--- config.mk ---
export PLATFORM = sky130hd
export DESIGN_NAME = zigzag_scan_buffer
export DESIGN_NICKNAME = d
export VERILOG_FILES = /design/src/rtl/zigzag_scan_buffer.sv
export SDC_FILE = /design/constraint.sdc
export NUM_CORES = 1
export LEC_CHECK = 0
export BUFFER_PORTS_ARGS = -buffer_cell sky130_fd_sc_hd__buf_4
export CAP_MARGIN = 30
export CORE_MARGIN = 5
export CORE_UTILIZATION = 30
export CTS_BUF_LIST = sky130_fd_sc_hd__clkbuf_8
export DETAILED_ROUTE_END_ITERATION = 10
export GPL_TIMING_DRIVEN = 0
export SETUP_SLACK_MARGIN = 0.4
export SYNTH_ARGS = -nofsm -noshare
export SYNTH_HDL_FRONTEND = slang
export SYNTH_SLANG_ARGS = --single-unit
--- constraint.sdc ---
create_clock -name clk -period 7.7 [get_ports clk]
set_clock_uncertainty 0.05 [all_clocks]
set_input_delay 0.77 -clock clk [delete_from_list [all_inputs] [get_ports clk]]
set_output_delay 0.77 -clock clk [all_outputs]
set_load 0.02 [all_outputs]
--- src/rtl/zigzag_scan_buffer.sv ---
// Ping-pong coefficient buffer: raster-order writes, zigzag (forward or reverse) reads.
// Supports 4x4 blocks and 2x2 chroma DC blocks, one coefficient per cycle each side.
module zigzag_scan_buffer #(
  parameter int COEF_WIDTH = 16,
  parameter int IDX_WIDTH  = 4
) (
  input  logic                  clk,
  input  logic                  rst_n,
  input  logic                  flush,
  input  logic                  in_valid,
  output logic                  in_ready,
  input  logic [COEF_WIDTH-1:0] in_data,
  input  logic                  blk_mode,
  input  logic                  scan_rev,
  output logic                  out_valid,
  input  logic                  out_ready,
  output logic [COEF_WIDTH-1:0] out_data,
  output logic [IDX_WIDTH-1:0]  out_idx,
  output logic                  out_first,
  output logic                  out_last
);

  logic       wr_bank_reg, rd_bank_reg;
  logic [3:0] wr_cnt_reg, rd_cnt_reg;
  logic [1:0] full_vec, mode_vec, rev_vec;
  logic [COEF_WIDTH-1:0] bank_word [2];

  logic       wr_fire, wr_mode, wr_last;
  logic       rd_fire, rd_mode, rd_rev, rd_last;
  logic [3:0] rd_idx;

  // Forward 4x4 zigzag: scan position -> raster position.
  function automatic logic [3:0] zz4(input logic [3:0] k);
    logic [3:0] r;
    case (k)
      4'd0:  r = 4'd0;
      4'd1:  r = 4'd1;
      4'd2:  r = 4'd4;
      4'd3:  r = 4'd8;
      4'd4:  r = 4'd5;
      4'd5:  r = 4'd2;
      4'd6:  r = 4'd3;
      4'd7:  r = 4'd6;
      4'd8:  r = 4'd9;
      4'd9:  r = 4'd12;
      4'd10: r = 4'd13;
      4'd11: r = 4'd10;
      4'd12: r = 4'd7;
      4'd13: r = 4'd11;
      4'd14: r = 4'd14;
      default: r = 4'd15;
    endcase
    return r;
  endfunction

  // A block's mode only becomes authoritative once its first coefficient lands.
  assign wr_mode  = (wr_cnt_reg == 4'd0) ? blk_mode : mode_vec[wr_bank_reg];
  assign wr_last  = (wr_cnt_reg == (wr_mode ? 4'd3 : 4'd15));
  assign in_ready = ~full_vec[wr_bank_reg];
  assign wr_fire  = in_valid & in_ready;

  assign rd_mode   = mode_vec[rd_bank_reg];
  assign rd_rev    = rev_vec[rd_bank_reg];
  assign rd_last   = (rd_cnt_reg == (rd_mode ? 4'd3 : 4'd15));
  assign out_valid = full_vec[rd_bank_reg];
  assign rd_fire   = out_valid & out_ready;

  always_comb begin
    rd_idx = 4'd0;
    if (rd_mode)
      rd_idx = rd_rev ? (4'd3 - rd_cnt_reg) : rd_cnt_reg;
    else
      rd_idx = rd_rev ? zz4(4'd15 - rd_cnt_reg) : zz4(rd_cnt_reg);
  end

  assign out_data  = bank_word[rd_bank_reg];
  assign out_idx   = IDX_WIDTH'(rd_cnt_reg);
  assign out_first = out_valid & (rd_cnt_reg == 4'd0);
  assign out_last  = out_valid & rd_last;

  always_ff @(posedge clk or negedge rst_n) begin
    if (!rst_n) begin
      wr_bank_reg <= 1'b0;
      rd_bank_reg <= 1'b0;
      wr_cnt_reg  <= 4'd0;
      rd_cnt_reg  <= 4'd0;
    end else if (flush) begin
      wr_bank_reg <= 1'b0;
      rd_bank_reg <= 1'b0;
      wr_cnt_reg  <= 4'd0;
      rd_cnt_reg  <= 4'd0;
    end else begin
      if (wr_fire) begin
        if (wr_last) begin
          wr_cnt_reg  <= 4'd0;
          wr_bank_reg <= ~wr_bank_reg;
        end else begin
          wr_cnt_reg <= wr_cnt_reg + 4'd1;
        end
      end
      if (rd_fire) begin
        if (rd_last) begin
          rd_cnt_reg  <= 4'd0;
          rd_bank_reg <= ~rd_bank_reg;
        end else begin
          rd_cnt_reg <= rd_cnt_reg + 4'd1;
        end
      end
    end
  end

  // Per-bank storage; a bank is only written while not full and only drained while full.
  for (genvar gi = 0; gi < 2; gi++) begin : g_bank
    localparam logic BANK = 1'(gi);
    logic                  full_reg, mode_reg, rev_reg;
    logic [COEF_WIDTH-1:0] mem_reg [16];

    always_ff @(posedge clk or negedge rst_n) begin
      if (!rst_n) begin
        full_reg <= 1'b0;
        mode_reg <= 1'b0;
        rev_reg  <= 1'b0;
        for (int j = 0; j < 16; j++) mem_reg[j] <= '0;
      end else if (flush) begin
        full_reg <= 1'b0;
        mode_reg <= 1'b0;
        rev_reg  <= 1'b0;
        for (int j = 0; j < 16; j++) mem_reg[j] <= '0;
      end else begin
        if (wr_fire && (wr_bank_reg == BANK)) begin
          mem_reg[wr_cnt_reg] <= in_data;
          if (wr_cnt_reg == 4'd0) begin
            mode_reg <= blk_mode;
            rev_reg  <= scan_rev;
          end
          if (wr_last) full_reg <= 1'b1;
        end
        if (rd_fire && rd_last && (rd_bank_reg == BANK)) full_reg <= 1'b0;
      end
    end

    assign full_vec[gi]  = full_reg;
    assign mode_vec[gi]  = mode_reg;
    assign rev_vec[gi]   = rev_reg;
    assign bank_word[gi] = mem_reg[rd_idx];
  end

endmodule

After elaboration in Yosys (flattened, before gate mapping)
Memory sizes are Yosys's and may differ from the RTL's.
Index checks and enable logic that the tools add are counted.
{"block": "word_totals", "regBits": 528, "rom_bits": 128, "input_bits": 23, "output_inout_bits": 24, "wordCells": 153, "mem_count": 2}
{"block": "op_classes", "n_addsub": 4, "magnitude_cmp": 6, "n_eq_ne": 2, "mux": 62, "bitwise_logic": 10, "n_reduce_logical": 25}
{"memory": "(no name shown)", "words": 16, "word_bits": 4, "rd": 1, "rd_ports_with_merged_regs": 0, "wr": 0, "line_no": "35", "text": "case (k)"}
{"memory": "(no name shown)", "words": 16, "word_bits": 4, "rd": 1, "rd_ports_with_merged_regs": 0, "wr": 0, "line_no": "35"}
{"cell": "2-to-1 mux 256 bit", "count": 4}
{"cell": "bitwise mux 256 bit", "count": 2}
{"cell": "binary-select mux 16 bit (select 4 bit)", "count": 2}
{"cell": "2-to-1 mux 16 bit", "count": 8}
{"cell": "demux 16 bit (select 4 bit)", "count": 1}
{"cell": "2-to-1 mux 4 bit", "count": 11}
{"cell": "2-to-1 mux 1 bit", "count": 34}
{"cell": "nonzero test 2 bit", "count": 7}
{"cell": "AND reduction 2 bit", "count": 6}
{"cell": "nonzero test 3 bit", "count": 4}
{"cell": ">= comparator 5 bit, second input constant", "count": 2}
{"cell": "NOT 4 -> 5 bit", "count": 2}
{"cell": "adder 4 x 1 -> 4 bit, second input constant", "count": 2}
{"cell": "== test 4 bit", "count": 2}
{"cell": "zero test 4 bit", "count": 2}
{"cell": "logical AND 1 bit", "count": 6}
{"cell": "< comparator 5 x 1 -> 1 bit, second input constant", "count": 1}
{"cell": "AND 1 bit", "count": 4}
{"cell": "< comparator 1 x 2 -> 1 bit, second input constant", "count": 2}
{"cell": "subtractor 2 x 4 -> 4 bit, first input constant", "count": 1}
{"cell": "subtractor 4 bit, first input constant", "count": 1}
{"cell": "NOT 1 bit", "count": 3}
{"cell": ">= comparator 2 bit, second input constant", "count": 1}
{"cell": "NOT 1 -> 2 bit", "count": 1}

Longest topological paths before layout
{"block": "logic_depth", "word_depth": 11, "mapped_depth": 13}

Worst setup path before layout
OpenSTA, ideal clock, no wires.
{"block": "synth_timing", "path_kind": "register to output", "start": "reg rd_cnt_reg[0], in the netlist out_idx[0]", "end": "out out_data[0]", "t_arrival_ns": 2.977, "setup_slack_ns": 3.903, "stages_incl_launch_ff": 12, "n_path_buf": 2, "path_cell_list": "dfrtp_1 > inv_1 > ha_1 > mux2i_1 > nor2_1 > a211oi_1 > o32a_1 > buf_2 > clkbuf_1 > mux4_2 > a22oi_1 > nand4_1"}
{"block": "synth_between", "elab_chain_len": 11, "word_cells_on_any_way": 17}
{"element": "from (decl)", "line_no": "24", "text": "logic [3:0] wr_cnt_reg, rd_cnt_reg;"}
{"element": "from (signal assigned)", "line_no": "106", "text": "rd_cnt_reg <= rd_cnt_reg + 4'd1;"}
{"element": "subtractor 4 bit", "line_no": "73", "text": "rd_idx = rd_rev ? zz4(4'd15 - rd_cnt_reg) : zz4(rd_cnt_reg);"}
{"element": "memory (16 x 4 bit)"}
{"element": "2-to-1 mux 4 bit", "line_no": "73"}
{"element": "2-to-1 mux 4 bit (*)", "line_no": "70", "text": "if (rd_mode)"}
{"element": "NOT 4 -> 5 bit (implied by the code) (*)", "line_no": "145", "text": "assign bank_word[gi] = mem_reg[rd_idx];"}
{"element": "binary-select mux 16 bit (select 4 bit)", "line_no": "145"}
{"element": "2-to-1 mux 16 bit (implied by the code) (2 in a row)", "line_no": "145"}
{"element": "2-to-1 mux 16 bit (implied by the code) (*) (3 in a row)", "line_no": "76", "text": "assign out_data = bank_word[rd_bank_reg];"}
{"element": "to (decl)", "line_no": "17", "text": "output logic [COEF_WIDTH-1:0] out_data,"}
Mark *: on every way between the ends. The rest lies on a longest branch, timed or not. The select of a mux whose other input is x is not followed.

Final worst setup path
Same ends and word-level chain as after synthesis.

==> results.sh <==
export IMPL_max_cap_violations=0
export IMPL_hp_start="scan_rev"
export IMPL_critPathLaunch="out_idx[0]"
export IMPL_reg2reg_setup_slack_ns=4.29
export IMPL_finalWirelength_um=91000
export IMPL_arrival_ns=5.12
export IMPL_wl_met1_um=38700
export IMPL_num_rows=107
export IMPL_min_period_over_period_pct=77.2
export IMPL_worst_slew_pin_slew_ns=1.07
export IMPL_dr_wl_met2_um=41800
export IMPL_place_congestion=0.937
export IMPL_start_util_pct=30.3
export IMPL_ys_seq_area_share_pct=50.9
export IMPL_num_io_pins=47
export IMPL_power_leakage_nw=12.3
export IMPL_die_w_um=304
export IMPL_clock_latency_ns=0.69
export IMPL_worstHoldPathCells=3
export IMPL_vias=22600
export IMPL_r2r_start="wr_cnt_reg[0]"
export IMPL_dr_wl_met3_um=7210
export IMPL_port_buffers=46
export IMPL_grt_antenna_before_repair=5
export IMPL_max_freq_mhz=168
export IMPL_clk_pin_slew_worst_paths_ns=0.06
export IMPL_tns_ns=0
export IMPL_drt_iter0_markers=2321
export IMPL_ys_types=51
export IMPL_cp_max_fo=10
export IMPL_worstSetupStartpointType="flop"
export IMPL_first_pass_iters=5
export IMPL_cts_htree_levels=3
export IMPL_grt_setup_unrepaired="no"
export IMPL_die_area_mm2=0.0925
export IMPL_yosys_warnings=0
export IMPL_powerDensity_mw_per_mm2=202
export IMPL_ant_nets=0
export IMPL_cts_setup_buffers=0
export IMPL_run_status="completed"
export IMPL_vias_per_cell=5.22
export IMPL_largest_reg_flops=512
export IMPL_required_ns=6.88
export IMPL_setup_viol=0
export IMPL_syn_num_nets=3016
export IMPL_yosys_most_used_dff="dfrtp_1"
export IMPL_r2r_end="g_bank[0].mem_reg[246]"
export IMPL_synth_area_mm2=0.0260
export IMPL_cts_buffers_inserted=91
export IMPL_place_hpwl_um=64900
export IMPL_syn_area_per_cell_um2=8.71
export IMPL_root_buffer="clkbuf_8"
export IMPL_async_flop_share_pct=100
export IMPL_synth_seq_cells=528
export IMPL_synth_cells=2979
export IMPL_hold_viol=0
export IMPL_die_y_um=304
export IMPL_vdd_drop_max_uv=115
export IMPL_cts_buffer_depth=3
export IMPL_rr_worst_depth=8
export IMPL_nets=3166
export IMPL_worst_hold_path_type="in -> reg"
export IMPL_placed_cells=4176
export IMPL_slew_violations=0
export IMPL_finalNonFillerCells=4338
export IMPL_wl_per_cell_um=21.0
export IMPL_cts_sinks=528
export IMPL_drc=0
export IMPL_coreArea_mm2=0.0855
export IMPL_syn_to_final_growth_pct=14.7
export IMPL_grt_pass1_vias=22200
export IMPL_crit_type="reg -> out"
export IMPL_drive_gt1_share_pct=10.2
export IMPL_grt_pass1_wl_um=139000
export IMPL_final_util_pct=34.8
export IMPL_track_usage_pct=19.2
export IMPL_grt_max_degree=108
export IMPL_cts_tree="done"
export IMPL_end_kind="output pin"
export IMPL_hold_path_end="g_bank[0].rev_reg"
export IMPL_fin_crit_ns=5.94
export IMPL_grt_overflow_total=0
export IMPL_synth_edff_count=0
export IMPL_top_layer="met5"
export IMPL_slew_headroom_pct=28.6
-- critical path, cell delays in order (launching register included) --
cell      delay (ns)
dfrtp_1         0.57
inv_1           0.17
ha_1            0.38
mux2i_1         0.14
nor2_1          0.05
a211oi_1        0.33
o32a_1          0.29
buf_2           0.38
clkbuf_1        0.62
mux4_2          0.41
a22oi_1         0.36
nand4_1         0.43
buf_4           0.31
-- worst max-delay path by stage --
stage,end,slack [ns]
6_report,out_data[0],1.76
4_1_cts,out_data[14],1.58
5_1_grt,out_data[5],1.61
3_3_place_gp,g_bank[1].mem_reg[130],-0.18
3_5_place_dp,out_data[14],2.34
2_1_floorplan,out_data[0],3.90
-- synthesized netlist by cell type (2+ instances only) --
cell type / instances / area share, %
dfrtp_1: 528 / 51
nand3_1: 74 / 1.4
nor3_2: 5 / 0.19
nor2b_1: 2 / 0.048
xnor2_1: 4 / 0.13
buf_2: 40 / 0.77
o21ai_0: 3 / 0.058
nor2_1: 29 / 0.42
or3_1: 2 / 0.048
inv_1: 10 / 0.14
mux2_2: 4 / 0.17
and2_0: 2 / 0.048
buf_6: 12 / 0.52
mux2i_1: 102 / 3.9
a32oi_1: 32 / 1.1
ha_1: 14 / 0.67
and3_1: 4 / 0.096
nand2_1: 1207 / 17
nand2b_1: 3 / 0.072
a21oi_1: 525 / 10
and2_1: 22 / 0.53
a22oi_1: 32 / 0.93
a41oi_1: 2 / 0.067
mux4_2: 64 / 5.6
a211oi_1: 3 / 0.087
clkbuf_1: 194 / 2.8
a31oi_1: 4 / 0.096
nand4_1: 16 / 0.39
nor3_1: 8 / 0.15
buf_1: 5 / 0.072
a311oi_1: 2 / 0.067
buf_4: 5 / 0.14
a22o_1: 2 / 0.067
-- cells in the final DEF, fill, tap and decap left out, drive strengths merged, types with 3 or more instances in the layout --
master,count
a211oi,4
a21oi,525
a22oi,32
a31oi,4
a32oi,32
and2,24
and3,4
buf,119
clkbuf,312
clkinv,7
dfrtp,528
ha,14
inv,39
mux2,5
mux2i,103
mux4,64
nand2,1209
nand2b,3
nand3,74
nand4,16
nor2,29
nor3,13
o21ai,5
xnor2,4
-- report_power, final --
part	internal (mW)	switching [mW]	leakage (nW)
clock network	1.39	1.22	1.04
registers	2.79	0.00992	7.37
logic	0.151	0.445	3.93
-- cells by family after synthesis --
group / synth area share (%)
buffers and inverters: 4.59
xor gates and xnor gates: 0.169
DFF: 50.9
AOI/OAI and AO/OA: 12.9
muxes: 9.77
adders and majority gates: 0.675
and+or+nand+nor: 21.0
-- timing repair --
action	4_1_cts	5_1_grt
endpoints found under the setup margin	0	0
hold endpoints to repair	66	0
hold buffers	1	0
resized for setup	0	0
-- final cells by class --
class	instances	area, um^2
repair buffers	57	544
clock inverters	39	223
multi-input cells	2183	11600
flip-flops and latches	528	13200
diodes	2	5.00
inverters	10	37.5
plain buffers	258	1150
well taps	1144	1430
clock buffers	117	1610
fillers	8841	55800
-- through the flow --
step	hold WS [ns]	instance area (um^2)	setup slack, ns	power (mW)
CTS	0.259	29700	1.58	6.05
floorplan	0.424	26000	3.90	3.15
finish	0.297	29800	1.76	6.01
global placement	0.456	27700	-0.180	3.42
detailed placement	0.462	27900	2.34	3.44
global route	0.287	29800	1.61	6.21
-- routing by layer --
metal	up-vias	global-route usage [%]
li1	10300	-
met1	11300	26.3
met2	925	30.2
met3	173	3.58
met4	4	7.49
met5	-	0
No activity file was read; power rests on OpenSTA's default activity.
